<file path="config.mk">
export PLATFORM = sky130hd
export DESIGN_NAME = screen_write_arbiter
export DESIGN_NICKNAME = d
export VERILOG_FILES = /design/src/rtl/screen_write_arbiter_pkg.sv /design/src/rtl/screen_write_arbiter_rr_picker.sv /design/src/rtl/screen_write_arbiter.sv
export SDC_FILE = /design/constraint.sdc
export NUM_CORES = 1
export LEC_CHECK = 0
export BUFFER_PORTS_ARGS = -buffer_cell sky130_fd_sc_hd__buf_2
export CORE_MARGIN = 2
export CORE_UTILIZATION = 50
export CTS_CLUSTER_DIAMETER = 30
export CTS_CLUSTER_SIZE = 8
export DETAILED_ROUTE_END_ITERATION = 10
export PLACE_DENSITY = 0.86
export SLEW_MARGIN = 30
export SYNTH_ARGS = -nofsm -noshare
export SYNTH_HDL_FRONTEND = slang
export SYNTH_HIERARCHICAL = 1
export SYNTH_SLANG_ARGS = --single-unit
</file>
<file path="constraint.sdc">
create_clock -name clk -period 5 [get_ports clk]
set_input_delay 0.75 -clock clk [delete_from_list [all_inputs] [get_ports clk]]
set_output_delay 0.75 -clock clk [all_outputs]
set_load 0.02 [all_outputs]
</file>
<file path="src/rtl/screen_write_arbiter_pkg.sv">
// Shared screen types for the screen-buffer write path: pixel position,
// colour index, arbiter state encoding and a small wrap-around helper.
package screen_write_arbiter_pkg;

    localparam int SCREEN_ROWS = 480;
    localparam int SCREEN_COLS = 640;
    localparam int ROW_W       = 9;
    localparam int COL_W       = 10;

    typedef struct packed {
        logic [ROW_W-1:0] row;
        logic [COL_W-1:0] col;
    } position;

    localparam int POS_W = $bits(position);

    typedef logic [2:0] color_t;

    localparam int COLOR_W = $bits(color_t);

    typedef enum logic {
        IDLE  = 1'b0,
        GRANT = 1'b1
    } arb_state_t;

    // Increment with explicit wrap, so the modulus need not be a power of two.
    function automatic int wrap_inc(input int ptr, input int modulus);
        return (ptr + 1 >= modulus) ? 0 : ptr + 1;
    endfunction

endpackage

</file>
<file path="src/rtl/screen_write_arbiter_rr_picker.sv">
// Combinational round-robin picker: finds the first set bit of 'valid'
// searching upward from 'ptr' with wrap-around. Reusable for any shared port.
module rr_picker #(
    parameter int NUM_REQ = 3,
    parameter int IDX_W   = $clog2(NUM_REQ)
) (
    input  logic [NUM_REQ-1:0] valid,
    input  logic [IDX_W-1:0]   ptr,
    output logic               found,
    output logic [IDX_W-1:0]   winner
);

    logic [NUM_REQ-1:0] rot;

    // Adds an offset to the pointer and wraps at NUM_REQ.
    function automatic logic [IDX_W-1:0] wrap_add(input logic [IDX_W-1:0] p, input int off);
        int s;
        s = int'(p) + off;
        if (s >= NUM_REQ) s = s - NUM_REQ;
        return IDX_W'(s);
    endfunction

    // Rotate so that bit 0 corresponds to the requester at ptr.
    assign rot = NUM_REQ'({valid, valid} >> ptr);

    // Take the lowest set bit of the rotated vector and map it back.
    always_comb begin
        found  = 1'b0;
        winner = '0;
        for (int i = 0; i < NUM_REQ; i++) begin
            if (!found && rot[i]) begin
                found  = 1'b1;
                winner = wrap_add(ptr, i);
            end
        end
    end

endmodule

</file>
<file path="src/rtl/screen_write_arbiter.sv">
// Round-robin arbiter with burst locking for the single screen-buffer write
// port. A grant is held until the owner's last beat or MAX_BURST beats, then
// one IDLE bubble precedes the next grant. Writes are registered (1 cycle).
// Optional macro SCREEN_ARB_BOUNDS_CHECK_EN: off-screen beats are accepted
// but not written, and raise the sticky oob_err output.
module screen_write_arbiter
    import screen_write_arbiter_pkg::*;
#(
    parameter int NUM_REQ   = 3,
    parameter int MAX_BURST = 64
) (
    input  logic                         clk,
    input  logic                         rst,
    input  logic [NUM_REQ-1:0]           req_valid,
    input  logic [NUM_REQ-1:0]           req_last,
    input  logic [NUM_REQ*POS_W-1:0]     req_pos,
    input  logic [NUM_REQ*COLOR_W-1:0]   req_data,
    output logic [NUM_REQ-1:0]           req_ready,
    output logic [POS_W-1:0]             write_pos,
    output logic [COLOR_W-1:0]           write_data,
    output logic                         write_en,
    output logic [$clog2(NUM_REQ)-1:0]   grant_id,
    output logic                         busy
`ifdef SCREEN_ARB_BOUNDS_CHECK_EN
    ,
    output logic                         oob_err
`endif
);

    localparam int IDX_W = $clog2(NUM_REQ);
    localparam int CNT_W = $clog2(MAX_BURST + 1);

    arb_state_t       state, state_next;
    logic [IDX_W-1:0] grant_next, rr_ptr, rr_next, winner;
    logic [CNT_W-1:0] beat_cnt, cnt_next, cnt_inc;
    logic             found, cur_valid, cur_last, xfer, burst_done, in_bounds;
    position          cur_pos;
    color_t           cur_data;

    logic             wr_en_p1;
    position          wr_pos_p1;
    color_t           wr_data_p1;

    rr_picker #(.NUM_REQ(NUM_REQ), .IDX_W(IDX_W)) u_picker (
        .valid  (req_valid),
        .ptr    (rr_ptr),
        .found  (found),
        .winner (winner)
    );

    // Route the current owner's beat onto a single internal lane.
    always_comb begin
        cur_valid = 1'b0;
        cur_last  = 1'b0;
        cur_pos   = '0;
        cur_data  = '0;
        for (int i = 0; i < NUM_REQ; i++) begin
            if (grant_id == IDX_W'(i)) begin
                cur_valid = req_valid[i];
                cur_last  = req_last[i];
                cur_pos   = req_pos[i*POS_W +: POS_W];
                cur_data  = req_data[i*COLOR_W +: COLOR_W];
            end
        end
    end

    assign cnt_inc = beat_cnt + CNT_W'(1);

`ifdef SCREEN_ARB_BOUNDS_CHECK_EN
    assign in_bounds = (int'(cur_pos.row) < SCREEN_ROWS) && (int'(cur_pos.col) < SCREEN_COLS);
`else
    assign in_bounds = 1'b1;
`endif

    // Next-state, grant bookkeeping and ready decode.
    always_comb begin
        state_next = state;
        grant_next = grant_id;
        rr_next    = rr_ptr;
        cnt_next   = beat_cnt;
        req_ready  = '0;
        xfer       = 1'b0;
        burst_done = 1'b0;
        case (state)
            IDLE: begin
                if (found) begin
                    grant_next = winner;
                    state_next = GRANT;
                end
            end
            GRANT: begin
                for (int i = 0; i < NUM_REQ; i++) begin
                    req_ready[i] = (grant_id == IDX_W'(i));
                end
                xfer = cur_valid;
                if (xfer) begin
                    cnt_next = cnt_inc;
                    // A forced release at MAX_BURST loses nothing: the owner
                    // keeps valid high and resumes after re-arbitration.
                    if (cur_last || (cnt_inc == CNT_W'(MAX_BURST))) begin
                        burst_done = 1'b1;
                        state_next = IDLE;
                        rr_next    = IDX_W'(wrap_inc(int'(grant_id), NUM_REQ));
                        cnt_next   = '0;
                    end
                end
            end
        endcase
    end

    // Arbiter control registers; a burst in flight at reset is abandoned.
    always_ff @(posedge clk or posedge rst) begin
        if (rst) begin
            state    <= IDLE;
            grant_id <= '0;
            rr_ptr   <= '0;
            beat_cnt <= '0;
        end else begin
            state    <= state_next;
            grant_id <= grant_next;
            rr_ptr   <= rr_next;
            beat_cnt <= cnt_next;
        end
    end

    // Write stage: position/colour hold their last value between writes.
    always_ff @(posedge clk or posedge rst) begin
        if (rst) begin
            wr_en_p1   <= 1'b0;
            wr_pos_p1  <= '0;
            wr_data_p1 <= '0;
        end else begin
            wr_en_p1 <= xfer && in_bounds;
            if (xfer && in_bounds) begin
                wr_pos_p1  <= cur_pos;
                wr_data_p1 <= cur_data;
            end
        end
    end

`ifdef SCREEN_ARB_BOUNDS_CHECK_EN
    // Sticky flag for any accepted off-screen beat; only rst clears it.
    always_ff @(posedge clk or posedge rst) begin
        if (rst) begin
            oob_err <= 1'b0;
        end else if (xfer && !in_bounds) begin
            oob_err <= 1'b1;
        end
    end
`endif

    assign write_en   = wr_en_p1;
    assign write_pos  = wr_pos_p1;
    assign write_data = wr_data_p1;
    assign busy       = (state == GRANT);

    logic unused_ok;
    assign unused_ok = burst_done;

endmodule

</file>
Yosys cells after proc, flatten, opt, wreduce, memory -nomap -nowiden
Index checks and enable logic that the tools add are counted.
{ "classes": {"add_sub_neg": 7, "magnitude_cmp": 4, "n_eq_ne": 3, "n_shift": 1, "muxes": 29, "bitwise_logic": 1, "n_reduce_logical": 9} }
{ "op_table": {"columns": ["operator", "n"], "rows": [
  ["two-way mux 19 bit", 3],
  ["two-way mux 2 bit", 7],
  ["two-way mux 1 bit", 13],
  ["two-way mux 3 bit", 4],
  [">= comparator 3 x 2 -> 1 bit, second input constant", 3],
  ["adder 7 x 1 -> 7 bit, second input constant", 1],
  ["equality test 7 bit, second input constant", 1],
  ["two-way mux 7 bit", 1],
  ["adder 2 x 1 -> 3 bit, second input constant", 2],
  [">> shifter 6 x 2 -> 3 bit", 1],
  ["AND reduction 2 bit", 2],
  ["subtractor 2 x 1 -> 2 bit, second input constant", 2],
  ["adder 2 x 2 -> 3 bit, second input constant", 1],
  ["AND reduction 3 bit", 1],
  ["equality test 2 x 1 -> 1 bit, second input constant", 1],
  ["equality test 2 bit, second input constant", 1],
  [">= comparator 2 bit, second input constant", 1],
  ["logical AND 1 bit", 2],
  ["logical NOT 1 bit", 2],
  ["logical NOT 2 bit", 1],
  ["case mux 1 bit (2 select lines)", 1],
  ["subtractor 2 bit, second input constant", 1],
  ["logical OR 1 bit", 1],
  ["NOT 1 bit", 1]
]} }
{ "totals": {"ff_bits": 35, "in_bits": 74, "out_inout_bits": 29} }

Depth between registers and ports, before layout
Gate-level depths: netlist of the first run.
{ "depth": {"ltp_word": 10, "depth_mapped": 7} }

By module
The synthesis of the first run kept the hierarchy.
{ "by_module_without_submodules": {"columns": ["mod", "n_inst", "cells_per_inst", "area_each_um2", "seq_area_each_um2"], "rows": [
  ["screen_write_arbiter", 1, 222, 1963.1, 875.8],
  ["rr_picker", 1, 22, 181.4, 0.0]
]} }

Worst setup path before layout of the first run
Ideal clock, no wire load.
{ "synth_path": {"path_kind": "register -> output", "from": "reg grant_id[0]", "to": "out req_ready[1]", "t_arrival_ps": 1601, "t_required_ps": 4250, "path_slack_ps": 2649, "path_stages_with_launch": 5, "path_buffers": 2, "path_cell_list": "dfrtp_1 buf_2 buf_2 inv_1 nor3b_1"} }
{ "synth_via": {"elab_chain_len": 2} }
{ "synth_rtl": {"columns": ["element", "line_no", "source"], "rows": [
  ["start: declaration", "screen_write_arbiter.sv:22", "output logic [$clog2(NUM_REQ)-1:0] grant_id,"],
  ["start signal: assignment", "screen_write_arbiter.sv:120", "grant_id <= grant_next;"],
  ["equality test 2 x 1 -> 1 bit", "screen_write_arbiter.sv:93", "req_ready[i] = (grant_id == IDX_W'(i));"],
  ["two-way mux 3 bit", "screen_write_arbiter.sv:84", "case (state)"],
  ["end: declaration", "screen_write_arbiter.sv:18", "output logic [NUM_REQ-1:0] req_ready,"]
]} }
No other way between the ends.

Final worst setup path of the first run
{ "layout_path": {"from": "reg grant_id[1]", "to": "out req_ready[2]"} }
{ "layout_via": {"elab_chain_len": 2} }
{ "layout_rtl": {"columns": ["element", "line_no"], "rows": [
  ["equality test 2 bit", "screen_write_arbiter.sv:93"],
  ["two-way mux 3 bit", "screen_write_arbiter.sv:84"]
]} }
No other way between the ends.

==> report_table.html, run 1 <==
<table>
<tr><th>Metric</th><th>Value</th></tr>
<tr><th colspan="2">Final layout</th></tr>
<tr><td>Final core utilization</td><td>0.690</td></tr>
<tr><td>Final-stage net count</td><td>420</td></tr>
<tr><td>Relative area change from synthesis to final layout</td><td>30.6%</td></tr>
<tr><td>Most common cell after layout, fill and taps aside</td><td>sky130_fd_sc_hd__buf_2</td></tr>
<tr><td>Number of diodes added for antenna fixing</td><td>0</td></tr>
<tr><td>Number of fill cells</td><td>327</td></tr>
<tr><td>Sequential standard cell area</td><td>slightly below 900 um^2</td></tr>
<tr><td>Footprint of the multi-input gates</td><td>1180 um^2</td></tr>
<tr><td>Commonest cells after routing, fill and taps aside</td><td>sky130_fd_sc_hd__buf_2, sky130_fd_sc_hd__dfrtp_1, sky130_fd_sc_hd__nand2_1</td></tr>
<tr><td>Share of layout cells above drive strength 1</td><td>0.365</td></tr>
<tr><th colspan="2">Floorplanning</th></tr>
<tr><td>Die ar.</td><td>4830 um^2</td></tr>
<tr><td>Row cnt</td><td>23</td></tr>
<tr><td>Number of primary I/O pins</td><td>103</td></tr>
<tr><td>Die X-Extent</td><td>69.5 um</td></tr>
<tr><td>Floorplan Core Area</td><td>just over 4000 um^2</td></tr>
<tr><td>Chip Height</td><td>between 60 and 70 um</td></tr>
<tr><td>Starting density of the core</td><td>0.529</td></tr>
<tr><th colspan="2">Setup path</th></tr>
<tr><td>Reg-to-reg startpoint</td><td>grant_id[0]</td></tr>
<tr><td>Crit path max fanout</td><td>33</td></tr>
<tr><td>Depth of the most critical reg-to-reg path</td><td>7</td></tr>
<tr><td>End of the worst register-to-register path</td><td>beat_cnt[4]</td></tr>
<tr><td>Kind of critical path</td><td>flop to output port</td></tr>
<tr><td>Arrival time reported for the critical path endpoint</td><td>1.96 ns</td></tr>
<tr><td>Startpoint type of the worst setup path</td><td>flop</td></tr>
<tr><td>Reg2Reg Setup Slack</td><td>between 2 and 3 ns</td></tr>
<tr><td>Sort of element at the end of the critical path</td><td>output port</td></tr>
<tr><td>Req. time, crit path</td><td>about 4.3 ns</td></tr>
<tr><td>Critical Path Sink</td><td>req_ready[2]</td></tr>
<tr><td>Source of the critical timing path</td><td>grant_id[1]</td></tr>
<tr><th colspan="2">Yosys</th></tr>
<tr><td>Total of flip-flops plus latches after synthesis</td><td>35</td></tr>
<tr><td>Syn_area_per_cell</td><td>8.79 um^2</td></tr>
<tr><td>Area contributors post-synth</td><td>sky130_fd_sc_hd__dfrtp_1, sky130_fd_sc_hd__mux2i_1, sky130_fd_sc_hd__o21ai_0</td></tr>
<tr><td>Library cell with the largest summed area after synthesis</td><td>sky130_fd_sc_hd__dfrtp_1</td></tr>
<tr><td>Mapped Nets</td><td>about 320</td></tr>
<tr><td>Proportion of synthesized flip-flops having asynchronous set or reset</td><td>1.00</td></tr>
<tr><td>Synth top area share</td><td>0.408</td></tr>
<tr><td>Most used flip-flop cell after synthesis</td><td>sky130_fd_sc_hd__dfrtp_1</td></tr>
<tr><td>Unique cell type count in the Yosys netlist</td><td>40</td></tr>
<tr><td>Post-synthesis instance total</td><td>around 240</td></tr>
<tr><td>Share of synthesized area occupied by flip-flops and latches</td><td>0.408</td></tr>
<tr><td>Total of warnings raised by yosys</td><td>6</td></tr>
<tr><td>Number of enable flip-flop cells after synthesis</td><td>0</td></tr>
<tr><td>Syn Std Cell Area</td><td>about 2100 um^2</td></tr>
<tr><th colspan="2">Timing</th></tr>
<tr><td>Worst slack on hold paths</td><td>between 0.4 and 0.5 ns</td></tr>
<tr><td>Final sum of negative setup slack</td><td>0 ns</td></tr>
<tr><td>Final worst-path cycle share</td><td>0.543</td></tr>
<tr><td>Final clock skew</td><td>0.00427 ns</td></tr>
<tr><td>Worst relative slew slack</td><td>0.628</td></tr>
<tr><td>Least-Margin Pin Slew</td><td>0.557 ns</td></tr>
<tr><td>Final Hold Viols</td><td>0</td></tr>
<tr><td>Min Tclk post-route</td><td>around 2.7 ns</td></tr>
<tr><td>Maximum clock frequency</td><td>roughly 0.37 GHz</td></tr>
<tr><td>Count of final max-slew check failures</td><td>0</td></tr>
<tr><td>Unrepaired setup endpoints after global routing</td><td>no</td></tr>
<tr><td>Count of final setup violators</td><td>0</td></tr>
<tr><th colspan="2">Global routing</th></tr>
<tr><td>Maximum number of pins on one net before global-route repair</td><td>60</td></tr>
<tr><td>Via count of the first global-routing pass</td><td>slightly above 2,000</td></tr>
<tr><td>GRT busiest layer</td><td>met2</td></tr>
<tr><td>Fraction of met2 tracks used by global routing</td><td>0.425</td></tr>
<tr><td>Wire length of the first global-routing pass</td><td>9140 um</td></tr>
<tr><td>Met3 track demand over resource in global routing</td><td>0.0363</td></tr>
<tr><td>GRT Resource Usage Total</td><td>0.232</td></tr>
<tr><td>Congestion Overflow GR</td><td>0</td></tr>
<tr><td>Global-route track usage on met1</td><td>0.280</td></tr>
<tr><td>Initial antenna violation count</td><td>0</td></tr>
<tr><th colspan="2">Clock tree</th></tr>
<tr><td>Worst-skew pair later-pin latency</td><td>about 0.28 ns</td></tr>
<tr><td>Clock tree from TritonCTS</td><td>built</td></tr>
<tr><td>Number of buffers inserted to repair setup after CTS</td><td>0</td></tr>
<tr><td>Number of sinks on the clock net</td><td>35</td></tr>
<tr><td>Number of levels in the clock H-tree</td><td>2</td></tr>
<tr><td>Worst-path clk slew</td><td>~0.07 ns</td></tr>
<tr><td>Number of buffers added to fix hold violations after cts</td><td>0</td></tr>
<tr><td>CTS buffer count</td><td>5</td></tr>
<tr><td>CTS-repair resized insts</td><td>0</td></tr>
<tr><td>Maximum clock insertion buffer count</td><td>2</td></tr>
<tr><td>Root Driver</td><td>sky130_fd_sc_hd__clkbuf_8</td></tr>
<tr><th colspan="2">Detailed routing</th></tr>
<tr><td>Overall routed net length</td><td>between 5000 and 6000 um</td></tr>
<tr><td>Post-detailed-route DRC marker count</td><td>0</td></tr>
<tr><td>First-pass DRT Iterations</td><td>4</td></tr>
<tr><td>Total via count in the routed design</td><td>2,127</td></tr>
<tr><td>Number of nets with antenna violations after routing</td><td>0</td></tr>
<tr><td>Detail-routed net length per standard cell</td><td>~14 um</td></tr>
<tr><td>Number of vias per cell</td><td>~5.4</td></tr>
<tr><td>Number of DRC markers after the initial detailed-route iteration</td><td>between 80 and 90</td></tr>
<tr><th colspan="2">Pwr</th></tr>
<tr><td>Worst voltage drop across the vdd grid</td><td>between 0.3 and 0.4 mV</td></tr>
<tr><td>Combinational share of power</td><td>0.532</td></tr>
<tr><td>Switching component of the power</td><td>~0.00078 W</td></tr>
<tr><td>Power per unit of standard cell area</td><td>between 600 and 700 nW/um^2</td></tr>
<tr><td>Internal cell power</td><td>roughly 0.00090 W</td></tr>
<tr><td>Sequential cell fraction of total power</td><td>0.313</td></tr>
<tr><td>Sw Share</td><td>0.465</td></tr>
<tr><td>Leak pwr</td><td>between 1 and 1.5 nW</td></tr>
<tr><td>Relative contribution of the clock network to total power</td><td>0.155</td></tr>
<tr><th colspan="2">Place</th></tr>
<tr><td>PortBufs</td><td>~100</td></tr>
<tr><td>Detailed placer's ending HPWL</td><td>about 4200 um</td></tr>
<tr><td>Final weighted congestion in routability-driven placement</td><td>approximately 0.84</td></tr>
<tr><th colspan="2">Outcome</th></tr>
<tr><td>Run status</td><td>completed</td></tr>
<tr><th colspan="2">Flow run</th></tr>
<tr><td>Count of max-cap constraint violations</td><td>0</td></tr>
<tr><th colspan="2">Min path</th></tr>
<tr><td>Path type of the worst min-delay path</td><td>flop to flop</td></tr>
</table>
==> how the worst min path moves through the flow <==
stage / from / to / slack [ns] / cells past startpoint
global route: write_data[2] / write_data[2] / 0.50 / 2
finish: write_data[2] / write_data[2] / 0.48 / 2
CTS: write_data[0] / write_data[0] / 0.49 / 2
floorplan: beat_cnt[6] / beat_cnt[6] / 0.48 / 2
global placement: write_pos[0] / write_pos[0] / 0.46 / 2
detailed placement: write_pos[17] / write_pos[17] / 0.47 / 2
==> synth_stat cells (all sizes together), types with 2 or more instances <==
| library cell | count |
|---|---|
| nor3b | 3 |
| mux2 | 2 |
| nor4b | 4 |
| and3 | 2 |
| nand2 | 31 |
| clkbuf | 7 |
| dfrtp | 35 |
| and2 | 3 |
| nor2b | 2 |
| o41ai | 2 |
| nand3 | 3 |
| mux2i | 25 |
| a21oi | 26 |
| nor2 | 26 |
| buf | 8 |
| ha | 5 |
| or3 | 3 |
| inv | 7 |
| a221o | 4 |
| o21ai | 32 |
==> power groups by stage <==
stage                     clock [W]  combinational, W  sequential (W)
after floorplan                   0          0.000551        0.000609
after global placement            0          0.000858        0.000524
after detailed placement          0          0.000900        0.000528
after CTS                  0.000264          0.000900        0.000528
after global routing       0.000274           0.00100        0.000549
final                      0.000261          0.000897        0.000528
==> metal layers <==
metal  wire length [um]  share of wire
met1               2320           0.42
met2               2870           0.52
met3                246          0.045
met4                 59          0.011
met5                  0              0
==> area by class of cell <==
type	instances	area share
Clock buffer	6	0.0295
Tap cell	50	0.0223
Sequential cell	35	0.313
Timing Repair Buffer	105	0.190
Inverter	7	0.00938
Multi-Input combinational cell	187	0.423
Clock inverter	2	0.0125
==> stage by stage <==
stage / cell area [um^2] / setup WS, ns / power, W / instances
after global routing: 2800 / 2.13 / 0.00182 / 392
after global placement: 2680 / 2.01 / 0.00138 / 384
final: 2800 / 2.29 / 0.00169 / 392
after floorplan: 2140 / 2.65 / 0.00116 / 244
after CTS: 2800 / 1.63 / 0.00169 / 392
after detailed placement: 2680 / 1.94 / 0.00143 / 384
==> worst max-delay path, cell delays in order (launching register included) <==
cell                      delay, ns
sky130_fd_sc_hd__dfrtp_2       0.71
sky130_fd_sc_hd__nor2b_4       0.60
sky130_fd_sc_hd__and2_1        0.20
sky130_fd_sc_hd__buf_2         0.16
==> flip-flops by register name, summed over array words and instances (netlist names) <==
signal,count
write_pos,19
beat_cnt,7
rr_ptr,2
write_en,1
write_data,3
busy,1
grant_id,2
==> kinds of logic (layout without fill, tap and decap cells) <==
family,after synthesis,in the layout,share of synthesized area
and+or+nand+nor,85,85,0.193
AOI/OAI and AO/OA,69,69,0.190
xor gates and xnor gates,1,1,0.00408
DFF,35,35,0.408
buffers and inverters,22,120,0.0426
muxes,27,27,0.133
adders and majority gates,5,5,0.0292
Note: power is estimated with default switching activity, not from simulation.
==> run 2: changes to the inputs <==
--- a/config.mk
+++ b/config.mk
@@ -7,11 +7,11 @@
 export LEC_CHECK = 0
 export BUFFER_PORTS_ARGS = -buffer_cell sky130_fd_sc_hd__buf_2
 export CORE_MARGIN = 2
-export CORE_UTILIZATION = 50
+export CORE_UTILIZATION = 46
 export CTS_CLUSTER_DIAMETER = 30
 export CTS_CLUSTER_SIZE = 8
 export DETAILED_ROUTE_END_ITERATION = 10
-export PLACE_DENSITY = 0.86
+export PLACE_DENSITY = 0.8
 export SLEW_MARGIN = 30
 export SYNTH_ARGS = -nofsm -noshare
 export SYNTH_HDL_FRONTEND = slang
==> constraint.sdc (replaced) <==
create_clock -name clk -period 2.5 [get_ports clk]
set_input_delay 0.375 -clock clk [delete_from_list [all_inputs] [get_ports clk]]
set_output_delay 0.375 -clock clk [all_outputs]
set_load 0.02 [all_outputs]
==> run 2 against run 1 <==
Clock skew up 0.0058 ns. Final cell count up 1.3%. Power increased by 95%. Sequential share of layout area about the same. Register-to-register slack got worse by 2.0 ns. Wire length decreased by 3.0%. Global-route usage fell by 1.9 points. Critical path depth rose by 1. Final area barely moved. Via count down 0.24%. Worst hold slack got worse by 0.31 ns. Critical path type unchanged. Critical endpoint unchanged. Largest power group unchanged.
==> report_table.html, run 2 (synthesized netlist as in run 1, its figures left out) <==
<table>
<tr><th>Metric</th><th>Value</th></tr>
<tr><th colspan="2">Place</th></tr>
<tr><td>Final weighted congestion in routability-driven placement</td><td>0.922 (+9.5%)</td></tr>
<tr><td>Detailed placer's ending HPWL</td><td>4100 um (-1.4%)</td></tr>
<tr><td>PortBufs</td><td>102 (unchanged)</td></tr>
<tr><td>Dpl ws</td><td>0.613 ns (-1.33 ns)</td></tr>
<tr><th colspan="2">Clock tree</th></tr>
<tr><td>CTS-repair resized insts</td><td>0 (unchanged)</td></tr>
<tr><td>Number of levels in the clock H-tree</td><td>2 (unchanged)</td></tr>
<tr><td>Maximum clock insertion buffer count</td><td>2 (unchanged)</td></tr>
<tr><td>Number of buffers inserted to repair setup after CTS</td><td>0 (unchanged)</td></tr>
<tr><td>Number of buffers added to fix hold violations after cts</td><td>0 (unchanged)</td></tr>
<tr><td>CTS buffer count</td><td>5 (unchanged)</td></tr>
<tr><td>Clock tree from TritonCTS</td><td>built</td></tr>
<tr><td>Root Driver</td><td>sky130_fd_sc_hd__clkbuf_8</td></tr>
<tr><td>Worst-path clk slew</td><td>0.07 ns (about the same)</td></tr>
<tr><td>Worst-skew pair later-pin latency</td><td>0.29 ns (about the same)</td></tr>
<tr><td>Number of sinks on the clock net</td><td>35 (unchanged)</td></tr>
<tr><th colspan="2">Timing</th></tr>
<tr><td>Unrepaired setup endpoints after global routing</td><td>no</td></tr>
<tr><td>Final clock skew</td><td>0.0100 ns (+0.00575 ns)</td></tr>
<tr><td>Min Tclk post-route</td><td>2.00 ns</td></tr>
<tr><td>Final Hold Viols</td><td>0 (unchanged)</td></tr>
<tr><td>Least-Margin Pin Slew</td><td>0.450 ns (-0.108 ns)</td></tr>
<tr><td>Worst slack on hold paths</td><td>0.173 ns (-0.310 ns)</td></tr>
<tr><td>Count of final setup violators</td><td>0 (unchanged)</td></tr>
<tr><td>Post-layout worst setup margin</td><td>0.501 ns (-1.79 ns)</td></tr>
<tr><td>Count of final max-slew check failures</td><td>0 (unchanged)</td></tr>
<tr><td>Maximum clock frequency</td><td>between 0.5 and 0.6 GHz</td></tr>
<tr><td>Worst relative slew slack</td><td>0.700 (+0.0725)</td></tr>
<tr><td>Final worst-path cycle share</td><td>0.800</td></tr>
<tr><td>Final sum of negative setup slack</td><td>0 ns (unchanged)</td></tr>
<tr><th colspan="2">Outcome</th></tr>
<tr><td>Run status</td><td>completed</td></tr>
<tr><th colspan="2">Final layout</th></tr>
<tr><td>Commonest cells after routing, fill and taps aside</td><td>sky130_fd_sc_hd__buf_2, sky130_fd_sc_hd__dfrtp_1, sky130_fd_sc_hd__nand2_1</td></tr>
<tr><td>Relative area change from synthesis to final layout</td><td>30.6% (about the same)</td></tr>
<tr><td>Final-stage net count</td><td>423 (+0.71%)</td></tr>
<tr><td>Most common cell after layout, fill and taps aside</td><td>sky130_fd_sc_hd__buf_2</td></tr>
<tr><td>Share of layout cells above drive strength 1</td><td>0.365 (about the same)</td></tr>
<tr><td>Max FFs per register</td><td>19 (unchanged)</td></tr>
<tr><td>Number of diodes added for antenna fixing</td><td>0 (unchanged)</td></tr>
<tr><td>Number of fill cells</td><td>355 (+8.6%)</td></tr>
<tr><th colspan="2">Pwr</th></tr>
<tr><td>Worst voltage drop across the vdd grid</td><td>0.559 mV (+44%)</td></tr>
<tr><td>Power per unit of standard cell area</td><td>1170 nW/um^2 (+95%)</td></tr>
<tr><td>Leak pwr</td><td>1.39 nW (about the same)</td></tr>
<tr><th colspan="2">Setup path</th></tr>
<tr><td>Sort of element at the end of the critical path</td><td>output port</td></tr>
<tr><td>Arrival time reported for the critical path endpoint</td><td>1.62 ns (-0.34 ns)</td></tr>
<tr><td>Reg2Reg Setup Slack</td><td>0.59 ns (-2.03 ns)</td></tr>
<tr><td>Req. time, crit path</td><td>2.12 ns (-2.13 ns)</td></tr>
<tr><td>Crit path max fanout</td><td>14 (-58%)</td></tr>
<tr><td>Kind of critical path</td><td>flop to output port</td></tr>
<tr><td>Startpoint type of the worst setup path</td><td>flop</td></tr>
<tr><th colspan="2">Floorplanning</th></tr>
<tr><td>Row cnt</td><td>24 (+4.3%)</td></tr>
<tr><td>Die ar.</td><td>5220 um^2 (+8.2%)</td></tr>
<tr><td>Chip Height</td><td>72.3 um (+4.0%)</td></tr>
<tr><td>Starting density of the core</td><td>0.486 (-0.0427)</td></tr>
<tr><td>Number of primary I/O pins</td><td>103 (unchanged)</td></tr>
<tr><td>Die X-Extent</td><td>72.3 um (+4.0%)</td></tr>
<tr><td>Floorplan Core Area</td><td>4410 um^2 (+8.8%)</td></tr>
<tr><th colspan="2">Global routing</th></tr>
<tr><td>Congestion Overflow GR</td><td>0 (unchanged)</td></tr>
<tr><td>Wire length of the first global-routing pass</td><td>8780 um (-4.0%)</td></tr>
<tr><td>Global-route track usage on met1</td><td>0.269 (-0.0109)</td></tr>
<tr><td>GRT Resource Usage Total</td><td>0.213 (-0.0186)</td></tr>
<tr><td>GRT busiest layer</td><td>met2</td></tr>
<tr><td>Met3 track demand over resource in global routing</td><td>0.0597 (+0.0234)</td></tr>
<tr><td>Initial antenna violation count</td><td>0 (unchanged)</td></tr>
<tr><td>Via count of the first global-routing pass</td><td>2,015 (-3.1%)</td></tr>
<tr><td>Maximum number of pins on one net before global-route repair</td><td>60 (unchanged)</td></tr>
<tr><td>Fraction of met2 tracks used by global routing</td><td>0.360 (-0.0654)</td></tr>
<tr><th colspan="2">Detailed routing</th></tr>
<tr><td>Overall routed net length</td><td>5330 um (-3.0%)</td></tr>
<tr><td>Number of DRC markers after the initial detailed-route iteration</td><td>113 (+28%)</td></tr>
<tr><td>Total via count in the routed design</td><td>2,122 (-0.24%)</td></tr>
<tr><td>Post-detailed-route DRC marker count</td><td>0 (unchanged)</td></tr>
<tr><td>First-pass DRT Iterations</td><td>5 (+1)</td></tr>
<tr><td>Number of vias per cell</td><td>5.35 (-1.5%)</td></tr>
<tr><td>Detail-routed net length per standard cell</td><td>13.4 um (-4.2%)</td></tr>
<tr><td>Number of nets with antenna violations after routing</td><td>0 (unchanged)</td></tr>
<tr><th colspan="2">Flow run</th></tr>
<tr><td>Count of max-cap constraint violations</td><td>0 (unchanged)</td></tr>
<tr><th colspan="2">Min path</th></tr>
<tr><td>Path type of the worst min-delay path</td><td>primary input to async pin</td></tr>
</table>
==> run 2: layout make-up <==
type                       count  area [um^2]  area share
clock buffer                   6         72.6      0.0259
clock inverter                 2         12.5     0.00447
inverter                       7         26.3     0.00938
multi-input combinational    187         1180       0.421
sequential                    35          876       0.313
tap                           52         65.1      0.0232
timing repair buffer         108          568       0.203
==> run 2: path summary, 6_finish.rpt <==
kind	from	to	cells after the start
setup / recovery	grant_id[1]	req_ready[2]	4
min in group clk	req_pos[44]	write_pos[6]	3
hold reg to reg	write_pos[5]	write_pos[5]	2
hold / removal	rst	write_data[2]	3
max in group asynchronous	rst	grant_id[0]	3
setup reg to reg	rr_ptr[1]	grant_id[1]	5
==> run 2: where the power goes <==
part           total [W]  internal (W)  switching, W  leakage, nW
Sequential      0.000990      0.000815      0.000175        0.441
Combinational    0.00190      0.000718       0.00118        0.911
Clock           0.000399      0.000194      0.000204       0.0412
Total            0.00329       0.00173       0.00156         1.39
==> run 2: metal layers <==
layer	wire (um)	up-vias
met5	0	-
met2	2590	84
met4	80	0
li1	-	1060
met1	2270	969
met3	387	9
==> run 2: per-stage QoR <==
stage / total power [W] / cell area (um^2) / instances / util
2_1_floorplan: 0.00232 / 2140 / 244 / -
3_3_place_gp: 0.00285 / 2720 / 389 / 0.615
3_5_place_dp: 0.00291 / 2720 / 389 / 0.615
4_1_cts: 0.00331 / 2800 / 397 / 0.634
5_1_grt: 0.00357 / 2800 / 397 / 0.634
6_report: 0.00329 / 2800 / 397 / 0.634
==> run 2: worst max-delay path: stages (launching register included) <==
cell	delay (ns)
sky130_fd_sc_hd__dfrtp_1	0.49
sky130_fd_sc_hd__buf_4	0.26
sky130_fd_sc_hd__nor2b_2	0.24
sky130_fd_sc_hd__and2_1	0.18
sky130_fd_sc_hd__buf_2	0.17
